$ cat src/rtl/msk_unmask_seq_pkg.sv
// Shared definitions for the serial share-folding unmasker: state encoding and share indexing.
package msk_unmask_seq_pkg;

    typedef enum logic [1:0] {
        ST_IDLE  = 2'd0,
        ST_FOLD  = 2'd1,
        ST_VALID = 2'd2
    } state_t;

    // Share j of bit i sits at flat position i*d+j of the input sharing.
    function automatic int share_idx(input int i, input int j, input int d);
        return i * d + j;
    endfunction

endpackage

$ cat src/rtl/msk_unmask_seq_if.sv
// Valid/ready handshake bundle between the masked core, the unmasker and the downstream sink.
interface msk_unmask_seq_if #(
    parameter int D     = 1,
    parameter int COUNT = 1
);
    logic [COUNT*D-1:0] in_shares;
    logic               in_valid;
    logic               in_ready;
    logic [COUNT-1:0]   out_data;
    logic               out_valid;
    logic               out_ready;

    modport slave (
        input  in_shares, in_valid, out_ready,
        output in_ready, out_data, out_valid
    );

    modport master (
        output in_shares, in_valid, out_ready,
        input  in_ready, out_data, out_valid
    );
endinterface

$ cat src/rtl/msk_unmask_seq_lane.sv
// One unmasked bit: holds its d share flops and folds one share per cycle into the accumulator.
module msk_unmask_seq_lane
    import msk_unmask_seq_pkg::*;
#(
    parameter int D     = 1,
    parameter int IDX_W = 1
) (
    input  logic             clk,
    input  logic             i_clear,
    input  logic             i_load,
    input  logic             i_fold,
    input  logic [IDX_W-1:0] i_idx,
    input  logic [D-1:0]     i_shares,
    output logic             o_acc
);

    logic [D-1:0] r_share;
    logic         r_acc;
    logic         w_sel;

    always_comb begin
        w_sel = 1'b0;
        for (int j = 0; j < D; j++) begin
            if (i_idx == IDX_W'(j)) w_sel = r_share[j];
        end
    end

    // Slot 0 goes straight into the accumulator, so it is never kept in the share register.
    always_ff @(posedge clk) begin
        if (i_clear) begin
            r_share <= '0;
            r_acc   <= 1'b0;
        end else if (i_load) begin
            r_share <= i_shares & ~D'(1);
            r_acc   <= i_shares[0];
        end else if (i_fold) begin
            r_acc <= r_acc ^ w_sel;
            for (int j = 0; j < D; j++) begin
                if (i_idx == IDX_W'(j)) r_share[j] <= 1'b0;
            end
        end
    end

    assign o_acc = r_acc;

endmodule

$ cat src/rtl/msk_unmask_seq.sv
// Recombines a d-share Boolean sharing into its unmasked word, one XOR level per cycle.
module msk_unmask_seq
    import msk_unmask_seq_pkg::*;
#(
    parameter int D     = 1,
    parameter int COUNT = 1
) (
    input  logic                  clk,
    input  logic                  rst,
    msk_unmask_seq_if.slave       bus,
    output logic                  busy
);

    localparam int CNT_W = $clog2(D) + 1;
    localparam int IDX_W = (D > 1) ? $clog2(D) : 1;

    state_t           r_state;
    logic [CNT_W-1:0] r_cnt;
    logic             r_out_valid;
    logic             r_busy;

    logic             w_accept;
    logic             w_out_hs;
    logic             w_load;
    logic             w_clear;
    logic             w_fold;
    logic [COUNT-1:0] w_acc;

    assign bus.in_ready = (r_state == ST_IDLE) | ((r_state == ST_VALID) & bus.out_ready);
    assign w_accept     = bus.in_valid & bus.in_ready;
    assign w_out_hs     = r_out_valid & bus.out_ready;
    assign w_load       = w_accept & ~rst;
    // A new capture overwrites the lanes, so the accumulator only needs clearing when nothing follows.
    assign w_clear      = rst | (w_out_hs & ~w_accept);
    assign w_fold       = (r_state == ST_FOLD);

    always_ff @(posedge clk) begin
        if (rst) begin
            r_state     <= ST_IDLE;
            r_cnt       <= '0;
            r_out_valid <= 1'b0;
            r_busy      <= 1'b0;
        end else begin
            case (r_state)
                ST_IDLE, ST_VALID: begin
                    if (w_accept) begin
                        r_state     <= (D > 1) ? ST_FOLD : ST_VALID;
                        r_cnt       <= CNT_W'(1);
                        r_out_valid <= (D == 1);
                        r_busy      <= 1'b1;
                    end else if (w_out_hs) begin
                        r_state     <= ST_IDLE;
                        r_cnt       <= '0;
                        r_out_valid <= 1'b0;
                        r_busy      <= 1'b0;
                    end
                end
                ST_FOLD: begin
                    if (r_cnt == CNT_W'(D - 1)) begin
                        r_state     <= ST_VALID;
                        r_cnt       <= '0;
                        r_out_valid <= 1'b1;
                    end else begin
                        r_cnt <= r_cnt + CNT_W'(1);
                    end
                end
                default: begin
                    r_state     <= ST_IDLE;
                    r_cnt       <= '0;
                    r_out_valid <= 1'b0;
                    r_busy      <= 1'b0;
                end
            endcase
        end
    end

    for (genvar gi = 0; gi < COUNT; gi++) begin : g_lane
        logic [D-1:0] w_sh;
        for (genvar gj = 0; gj < D; gj++) begin : g_sh
            assign w_sh[gj] = bus.in_shares[share_idx(gi, gj, D)];
        end

        msk_unmask_seq_lane #(
            .D     (D),
            .IDX_W (IDX_W)
        ) u_lane (
            .clk      (clk),
            .i_clear  (w_clear),
            .i_load   (w_load),
            .i_fold   (w_fold),
            .i_idx    (r_cnt[IDX_W-1:0]),
            .i_shares (w_sh),
            .o_acc    (w_acc[gi])
        );
    end

    assign bus.out_data  = r_out_valid ? w_acc : '0;
    assign bus.out_valid = r_out_valid;
    assign busy          = r_busy;

endmodule

$ cat src/flat_wrapper.sv
// flat-port wrapper written by rule: the top's interface ports become plain ports
module msk_unmask_seq_flat import msk_unmask_seq_pkg::*;
#(
    parameter int D     = 1,
    parameter int COUNT = 1
)
  (clk, rst, busy, bus_in_shares, bus_in_valid, bus_out_ready, bus_in_ready, bus_out_data, bus_out_valid);
  msk_unmask_seq_if #(.D(D), .COUNT(COUNT)) bus_i ();
  input  logic clk;
  input  logic rst;
  output logic busy;
  input wire logic [$bits(bus_i.in_shares)-1:0] bus_in_shares;
  input wire logic [$bits(bus_i.in_valid)-1:0] bus_in_valid;
  input wire logic [$bits(bus_i.out_ready)-1:0] bus_out_ready;
  output wire logic [$bits(bus_i.in_ready)-1:0] bus_in_ready;
  output wire logic [$bits(bus_i.out_data)-1:0] bus_out_data;
  output wire logic [$bits(bus_i.out_valid)-1:0] bus_out_valid;
  assign bus_i.in_shares = bus_in_shares;
  assign bus_i.in_valid = bus_in_valid;
  assign bus_i.out_ready = bus_out_ready;
  assign bus_in_ready = bus_i.in_ready;
  assign bus_out_data = bus_i.out_data;
  assign bus_out_valid = bus_i.out_valid;
  msk_unmask_seq #(.D(D), .COUNT(COUNT)) u_core (.clk(clk), .rst(rst), .bus(bus_i), .busy(busy));
endmodule
$ cat config.mk
export PLATFORM = sky130hd
export DESIGN_NAME = msk_unmask_seq_flat
export DESIGN_NICKNAME = d
export VERILOG_FILES = /design/src/rtl/msk_unmask_seq_pkg.sv /design/src/rtl/msk_unmask_seq_if.sv /design/src/rtl/msk_unmask_seq_lane.sv /design/src/rtl/msk_unmask_seq.sv /design/src/flat_wrapper.sv
export SDC_FILE = /design/constraint.sdc
export NUM_CORES = 1
export LEC_CHECK = 0
export BUFFER_PORTS_ARGS = -buffer_cell sky130_fd_sc_hd__buf_2
export CAP_MARGIN = 20
export CORE_AREA = 2 2 39 41
export CTS_CLUSTER_DIAMETER = 150
export DETAILED_ROUTE_END_ITERATION = 6
export DIE_AREA = 0 0 41 43
export PLACE_DENSITY_LB_ADDON = 0.15
export SLEW_MARGIN = 20
export SYNTH_ARGS = -nofsm -noshare
export SYNTH_HDL_FRONTEND = slang
export SYNTH_SLANG_ARGS = --single-unit
$ cat constraint.sdc
create_clock -name clk -period 1.35 [get_ports clk]
set_clock_uncertainty 0.1 [all_clocks]
set_input_delay 0 -clock clk [delete_from_list [all_inputs] [get_ports clk]]
set_output_delay 0 -clock clk [all_outputs]
set_load 0.02 [all_outputs]
==> results of run 1 <==
==> per-stage QoR <==
step / hold slack (ns) / instance area, um^2 / power, W
floorplan: -0.0309 / 97.6 / 0.0000844
global placement: 0.0898 / 150 / 0.0000968
detailed placement: 0.0831 / 150 / 0.0000960
CTS: 0.00409 / 213 / 0.000246
global route: 0.0398 / 218 / 0.000263
finish: 0.00850 / 218 / 0.000239
==> area by class of cell <==
cell class,count,area (um^2)
clock buffers,3,22.5
fillers,159,1170
inverters,2,7.51
multi-input cells,7,46.3
flip-flops and latches,2,41.3
well taps,16,20.0
repair buffers,12,80.1
==> power groups by stage <==
stage	logic (W)	clock network, W	registers (W)
final	0.0000401	0.000133	0.0000664
after global routing	0.0000448	0.000151	0.0000669
after CTS	0.0000386	0.000142	0.0000660
after detailed placement	0.0000292	0	0.0000668
after global placement	0.0000302	0	0.0000667
after floorplan	0.0000155	0	0.0000688
==> routing by layer <==
metal	vias up	wire [um]	track usage
li1	68	-	-
met1	59	153	0.0382
met2	9	115	0.0688
met3	0	62	0.0628
met4	0	0	0.0600
met5	-	0	0
==> registers in the layout, indices dropped and copies added, names as in the netlist <==
register / count
u_core.g_lane.u_lane.o_acc: 1
u_core.r_cnt: 1
==> cells by family (layout without fill, tap and decap cells) <==
family	after synthesis	in the layout	share of synthesized area
simple gates	4	4	0.244
compound gates	3	3	0.192
buf+inv	3	17	0.154
flops	2	2	0.410
==> worst max-delay path, cell delays in order (launching register included) <==
cell,delay [ns]
dfxtp_2,0.34
nand2b_1,0.09
a21oi_2,0.14
dlygate4sd3_1,0.55
==> cells in the final DEF (no fill, tap or decap), drive strengths merged <==
| master | count |
|---|---|
| a31oi | 1 |
| inv | 2 |
| o211ai | 1 |
| clkbuf | 3 |
| buf | 8 |
| dlygate4sd3 | 4 |
| nand2b | 2 |
| nand3 | 1 |
| and2 | 1 |
| a21oi | 1 |
| dfxtp | 2 |
==> worst max path at each step <==
stage / startpoint / end / slack (ns)
6_report: u_core.r_cnt / u_core.r_cnt / 0.07
5_1_grt: u_core.r_cnt / u_core.r_cnt / 0.01
4_1_cts: u_core.r_cnt / u_core.r_cnt / 0.05
3_5_place_dp: u_core.r_cnt / u_core.g_lane[0].u_lane.o_acc / 0.39
3_3_place_gp: u_core.r_cnt / u_core.g_lane[0].u_lane.o_acc / 0.42
2_1_floorplan: u_core.r_cnt / u_core.g_lane[0].u_lane.o_acc / 0.20
==> timing repair <==
item                                    CTS  global route
endpoints found under the hold margin     2             0
resized for setup                         0             2
hold buffers                              4             0
endpoints found under the setup margin    0             1
==> impl_metrics.json, run 1 <==
{
  "post_drt_wl_per_cell_um": 7.88,
  "synth-seq-cells": 2,
  "first_pass_iters": 2,
  "clkTransAtPathRegs_ns": 0.03,
  "drive_gt1_frac": 0.500,
  "synth-async-reset-ratio": 0,
  "cts_htree_levels": 1,
  "period_minus_slack_ns": 1.28,
  "ant_nets": 0,
  "combPwrFrac": 0.167,
  "core_um2": 1380,
  "final_util": 0.157,
  "grt_pass1_vias": 140,
  "dieArea_um2": 1760,
  "rows": 14,
  "worst-setup-path-type": "flop to flop",
  "clkSinkCount": 2,
  "holdPathStages": 3,
  "required_ns": 1.41,
  "seqPwrFrac": 0.277,
  "internal_power_w": 0.000183,
  "route.vias.total": 136,
  "grt_use_total": 0.0551,
  "reg2reg_from": "u_core.r_cnt",
  "fin_tns_setup_ns": 0,
  "min_from": "bus_in_valid",
  "regToRegSetupSlack_ns": 0.07,
  "synth_nets": 17,
  "post-place-cells": 35,
  "slew_headroom": 0.892,
  "p_sw_frac": 0.237,
  "crit_path_start_kind": "flop",
  "drv_slew": 0,
  "io_pins": 9,
  "drt_iter0_markers": 1,
  "cp.arrival_ns": 1.34,
  "r2r_cells": 3,
  "cts_root_buf": "clkbuf_4",
  "yosysWarnings": 0,
  "areaGrowthSynthToFinish_pct": 123,
  "avgSynthCellArea_um2": 8.13,
  "routed_wl_um": 331,
  "p_sw_w": 0.0000567,
  "synth_area_leader_cell": "dfxtp_1",
  "rr_endpoint": "u_core.r_cnt",
  "die_w_um": 41,
  "vdd_drop_max_v": 0.000281,
  "status": "finished, final reports clean",
  "setup_slack_ns": 0.0685,
  "hold_path_end": "u_core.g_lane[0].u_lane.o_acc",
  "yosys.area.top_type_share": 0.410,
  "worst_skew_pair.late_latency_ns": 0.22,
  "drc": 0,
  "worst_pin_slew_ns": 0.161,
  "nets": 33,
  "synth-main-ff-cell": "dfxtp_1",
  "final_cells": 42,
  "synthCells": 12,
  "grt_pass1_wl_um": 538,
  "hold_viol_final": 0,
  "antenna_found_initial": 0,
  "grt_max_degree": 6,
  "setup_viol": 0,
  "dp.final_hpwl_um": 217,
  "viasPerCell": 3.24,
  "post-route-period-util": 0.949,
  "die_h_um": 43,
  "dp_slack_ns": 0.395,
  "yosys-top-cells-area": "dfxtp_1 (41%), nand2b_1 (13%), buf_4 (7.7%), inv_1 (7.7%), o211ai_1 (7.7%)",
  "io_buffers": 8,
  "gp_congestion": 0.522,
  "synthDistinctLibCells": 9,
  "grt_overflow": 0,
  "rsz0062_at_grt": "no",
  "diodes": 0,
  "pwr-share-clk": 0.555,
  "cts_tree": "yes",
  "maxCapViolations": 0,
  "cp_max_fo": 5,
  "p_leak_nw": 0.100,
  "fmax_mhz": 780,
  "ys_seq_area_frac": 0.410,
  "cts_setup_buffers": 0,
  "cts_buffer_depth": 2,
  "power_density_nw_per_um2": 1100,
  "synthTopCellsByCount": "dfxtp_1 (2), inv_1 (2), nand2b_1 (2)",
  "synth_area_um2": 97.6,
  "synth-edff-count": 0,
  "cp-end-kind": "flop",
  "hp-class": "input port to flop",
  "start_util": 0.0705,
  "cts_made_buffers": 3
}
No activity file was read; power rests on OpenSTA's default activity.
==> run 2, diff against run 1 <==
PLACE_DENSITY_LB_ADDON = default   (was 0.15)
==> run 2 against run 1 <==
Net effect:
- non-clock buffer count is 1 higher
- total power is 0.88% lower
- clock power hardly changed
- cell area is 2.9% higher
- utilization grew 0.45 points
- register-to-register slack about the same
- largest power group unchanged
==> impl_metrics.json, run 2 (same netlist as run 1, synthesis figures left out) <==
{
  "seqPwrFrac": 0.280,
  "viasPerCell": 3.09,
  "cp_top_family": "buffers and inverters",
  "grt_use_total": 0.0360,
  "grt_max_degree": 6,
  "max_stage_delay_ns": 0.55,
  "mostFrequentLayoutCells": "buf_2 (8), dlygate4sd3_1 (5), clkbuf_4 (3)",
  "routed_wl_um": 283,
  "cp-end-kind": "flop",
  "worst_skew_pair.late_latency_ns": 0.22,
  "period_minus_slack_ns": 1.31,
  "setup_viol": 0,
  "clkTransAtPathRegs_ns": 0.03,
  "die_w_um": 41,
  "cts_setup_buffers": 0,
  "io_buffers": 8,
  "setup_slack_ns": 0.0419,
  "hp-class": "input port to flop",
  "hold_viol_final": 0,
  "cts_htree_levels": 1,
  "maxCapViolations": 0,
  "cpMostUsedCell": "dlygate4sd3_1",
  "gp_congestion": 0.418,
  "crit_path_start_kind": "input port",
  "cp_max_fo": 2,
  "cts_buffer_depth": 2,
  "fmax_mhz": 764,
  "path_buf_inv": 4,
  "drt_iter0_markers": 1,
  "status": "finished, final reports clean",
  "path_cells": "dlygate4sd3_1, buf_2, inv_2, a21oi_1, dlygate4sd3_1",
  "worst_pin_slew_ns": 0.146,
  "p_sw_frac": 0.225,
  "fin_tns_setup_ns": 0,
  "grt_pass1_wl_um": 303,
  "power_density_nw_per_um2": 1060,
  "combPwrFrac": 0.171,
  "rows": 14,
  "route.vias.total": 133,
  "cts_made_buffers": 3,
  "ant_nets": 0,
  "cp.arrival_ns": 1.31,
  "p_sw_w": 0.0000534,
  "drv_slew": 0,
  "die_h_um": 43,
  "cts_tree": "yes",
  "core_um2": 1380,
  "antenna_found_initial": 0,
  "io_pins": 9,
  "dieArea_um2": 1760,
  "internal_power_w": 0.000184,
  "critPathSlowestCell": "dlygate4sd3_1",
  "worst-setup-path-type": "input port to flop",
  "first_pass_iters": 2,
  "grt_overflow": 0,
  "rsz0062_at_grt": "no",
  "p_leak_nw": 0.103,
  "post_drt_wl_per_cell_um": 6.58,
  "slew_headroom": 0.902,
  "drc": 0,
  "nets": 34,
  "areaGrowthSynthToFinish_pct": 129,
  "dp_slack_ns": 0.430,
  "vdd_drop_max_v": 0.000153,
  "drive_gt1_frac": 0.481,
  "pwr-share-clk": 0.549,
  "diodes": 0,
  "cts_root_buf": "clkbuf_4",
  "clkSinkCount": 2,
  "start_util": 0.0705,
  "required_ns": 1.35,
  "grt_pass1_vias": 123,
  "post-route-period-util": 0.969,
  "final_common_cell": "buf_2"
}
run 2: tightest hold or removal path: cells and delay by family:
family	cells	cell delay [ns]
compound gates	2	0.20
buf+inv	1	0.09
run 2: path summary, 6_finish.rpt:
path,startpoint,end,slack [ns],cells past startpoint
worst min-delay path,bus_out_ready,u_core.g_lane[0].u_lane.o_acc,0.02,3
worst min register to register,u_core.g_lane[0].u_lane.o_acc,u_core.g_lane[0].u_lane.o_acc,0.40,2
worst max register to register,u_core.r_cnt,u_core.r_cnt,0.08,3
worst max-delay path,bus_in_valid,u_core.r_cnt,0.04,5
run 2: cell type report:
class	instances	area (um^2)
fill	149	1160
timing repair buffer	13	90.1
multi-input combinational	7	42.5
sequential	2	41.3
clock buffer	3	22.5
tap	16	20.0
inverter	2	7.51
run 2: timing repair:
item / CTS / global route
setup endpoints to repair: 0 / 1
resized for setup: 0 / 2
hold buffers: 5 / 0
hold endpoints to repair: 2 / 0
run 2: power by group through the flow:
stage               combinational [W]  clock (W)  sequential, W
finish                      0.0000406   0.000130      0.0000663
global route                0.0000442   0.000142      0.0000669
floorplan                   0.0000155          0      0.0000688
detailed placement          0.0000288          0      0.0000666
global placement            0.0000288          0      0.0000664
CTS                         0.0000402   0.000143      0.0000658
run 2: stage by stage:
stage,hold slack (ns),std cells,power [W],instance area [um^2],utilization
after floorplan,-0.0309,12,0.0000844,97.6,-
after global placement,0.0783,35,0.0000953,150,0.108
after detailed placement,0.0796,35,0.0000955,150,0.108
after CTS,0.00928,43,0.000249,223,0.161
after global routing,0.0473,43,0.000253,224,0.162
final,0.0171,43,0.000237,224,0.162
run 2: metal layers:
layer	GRT usage	up-vias	routed length (um)
li1	-	70	-
met1	0.00637	55	108
met2	0.0500	8	142
met3	0	0	33
met4	0.120	0	0
met5	0	-	0
==> run 3, diff against run 2 <==
BUFFER_PORTS_ARGS = -buffer_cell sky130_fd_sc_hd__buf_4   (was -buffer_cell sky130_fd_sc_hd__buf_2)
CAP_MARGIN = 15   (was 20)
==> run 3 against run 2 <==
Net effect:
- hold slack worse by 0.032 ns
- the flow now finishes with violations (negative hold slack)
- cell area up 4.5%
- die area unchanged
- via count down 2.3%
- flip-flop and latch count unchanged
- combinational power up 10%
- non-clock buffer count down 1
- wire length up 13%
==> impl_metrics.json, run 3 (same netlist as run 1, synthesis figures left out) <==
{
  "grt_pass1_wl_um": 469,
  "diodes": 0,
  "dpl_cell_area_um2": 170,
  "seqCellArea_um2": 41.3,
  "core_um2": 1380,
  "cts_root_buf": "clkbuf_4",
  "route.vias.total": 130,
  "whs_ns": -0.0148,
  "path_cells": "and2_1, buf_4",
  "start_util": 0.0705,
  "hold_viol_final": 1,
  "viasPerCell": 3.10,
  "hold_path_end": "u_core.r_cnt",
  "post-route-period-util": 0.721,
  "nets": 33,
  "setup_viol": 0,
  "cp_max_fo": 5,
  "finalPower_w": 0.000243,
  "status": "complete, but fails checks",
  "grt_overflow": 0,
  "dieArea_um2": 1760,
  "ant_nets": 0,
  "required_ns": 1.25,
  "drc": 0,
  "wl_met2_um": 163,
  "fmax_mhz": 1030,
  "post_drt_wl_per_cell_um": 7.64,
  "grt_use_total": 0.0450,
  "nFillCells": 157,
  "io_buffers": 8,
  "highest_layer": "met3",
  "holdPathStages": 3,
  "grt_pass1_vias": 146,
  "regToRegSetupSlack_ns": 0.44,
  "grt_max_degree": 6,
  "die_w_um": 41,
  "io_pins": 9,
  "cts_tree": "yes",
  "gp_congestion": 0.418,
  "areaGrowthSynthToFinish_pct": 140,
  "wl_met1_um": 131,
  "clkSinkCount": 2,
  "slew_headroom": 0.900,
  "p_leak_nw": 0.105,
  "rows": 14,
  "drive_gt1_frac": 0.462,
  "period_minus_slack_ns": 0.974,
  "power_density_nw_per_um2": 1040,
  "cp-end-kind": "output pin",
  "drt_iter0_markers": 3,
  "routed_wl_um": 321,
  "cts_htree_levels": 1,
  "fin_tns_setup_ns": 0,
  "worst-setup-path-type": "flop to output pin",
  "reg2reg_from": "u_core.r_cnt",
  "multi_input_area_um2": 42.5,
  "final_common_cell": "buf_4",
  "maxCapViolations": 0,
  "min_from": "bus_out_ready",
  "mostFrequentLayoutCells": "buf_4 (8), dlygate4sd3_1 (4), clkbuf_4 (3)",
  "critPathSlowestCell": "dfxtp_2",
  "clkTransAtPathRegs_ns": 0.03,
  "worst_skew_pair.late_latency_ns": 0.22,
  "die_h_um": 43,
  "crit_path_start_kind": "flop",
  "vdd_drop_max_v": 0.000188,
  "rsz0062_at_grt": "no",
  "drv_slew": 0,
  "antenna_found_initial": 0,
  "rr_endpoint": "u_core.g_lane[0].u_lane.o_acc",
  "max_stage_delay_ns": 0.35,
  "worst_pin_slew_ns": 0.149,
  "post-route-cell-area_um2": 234,
  "violations": "negative hold slack",
  "r2r_cells": 3,
  "cp.arrival_ns": 0.87,
  "wl_met3_um": 26,
  "dp.final_hpwl_um": 186,
  "hp-class": "input port to flop",
  "cts_buffer_depth": 2,
  "cts_made_buffers": 3,
  "first_pass_iters": 2
}
==> run 3: changes by cell type in the layout (fill, tap and decap cells not counted), sizes merged <==
cell	delta
dlygate4sd3	-1
==> run 3: layout make-up <==
type,count,share of cell area
Inverter,2,0.0321
Clock buffer,3,0.0963
Sequential cell,2,0.176
Tap cell,16,0.0856
Multi-Input combinational cell,7,0.182
Timing Repair Buffer,12,0.428
==> run 3: report_power, final <==
part | switching [W] | total, W | internal (W) | leakage [nW]
combinational | 0.0000185 | 0.0000447 | 0.0000262 | 0.0742
sequential | 0.00000290 | 0.0000666 | 0.0000637 | 0.0168
clock | 0.0000334 | 0.000131 | 0.0000980 | 0.0138
==> run 3: repair_timing <==
| item | in CTS | in global routing |
|---|---|---|
| hold buffers | 5 | 0 |
| resized for setup | 0 | 1 |
| buffers inserted | 0 | 0 |
| setup endpoints to repair | 0 | 1 |
| endpoints found under the hold margin | 2 | 0 |
==> run 3: critical path, delay by kind of cell (launching register included) <==
family	cells	cell delay [ns]
and+or+nand+nor	1	0.16
DFF	1	0.35
buffers and inverters	1	0.15
==> run 3: routing by layer <==
| layer | GRT usage | vias up |
|---|---|---|
| met5 | 0 | - |
| met4 | 0.0800 | 0 |
| met3 | 0.0157 | 0 |
| met2 | 0.0719 | 8 |
| met1 | 0.0223 | 51 |
| li1 | - | 71 |
==> run 3: worst max-delay path by stage <==
| stage | to | cells past startpoint | startpoint | slack (ns) |
|---|---|---|---|---|
| floorplan | u_core.g_lane[0].u_lane.o_acc | 3 | u_core.r_cnt | 0.20 |
| CTS | u_core.r_cnt | 5 | bus_in_valid | 0.02 |
| detailed placement | u_core.g_lane[0].u_lane.o_acc | 3 | u_core.r_cnt | 0.41 |
| finish | bus_out_data | 2 | u_core.r_cnt | 0.38 |
| global route | u_core.g_lane[0].u_lane.o_acc | 5 | bus_in_valid | 0.32 |
| global placement | u_core.g_lane[0].u_lane.o_acc | 3 | u_core.r_cnt | 0.41 |
==> run 3: stage by stage <==
step | instances | setup slack, ns | hold WS [ns] | utilization
final | 42 | 0.376 | -0.0148 | 0.169
after global routing | 42 | 0.322 | 0.00730 | 0.169
after CTS | 43 | 0.0241 | 0.0130 | 0.175
after detailed placement | 35 | 0.406 | 0.0733 | 0.123
after global placement | 35 | 0.411 | 0.0745 | 0.123
after floorplan | 12 | 0.201 | -0.0309 | -
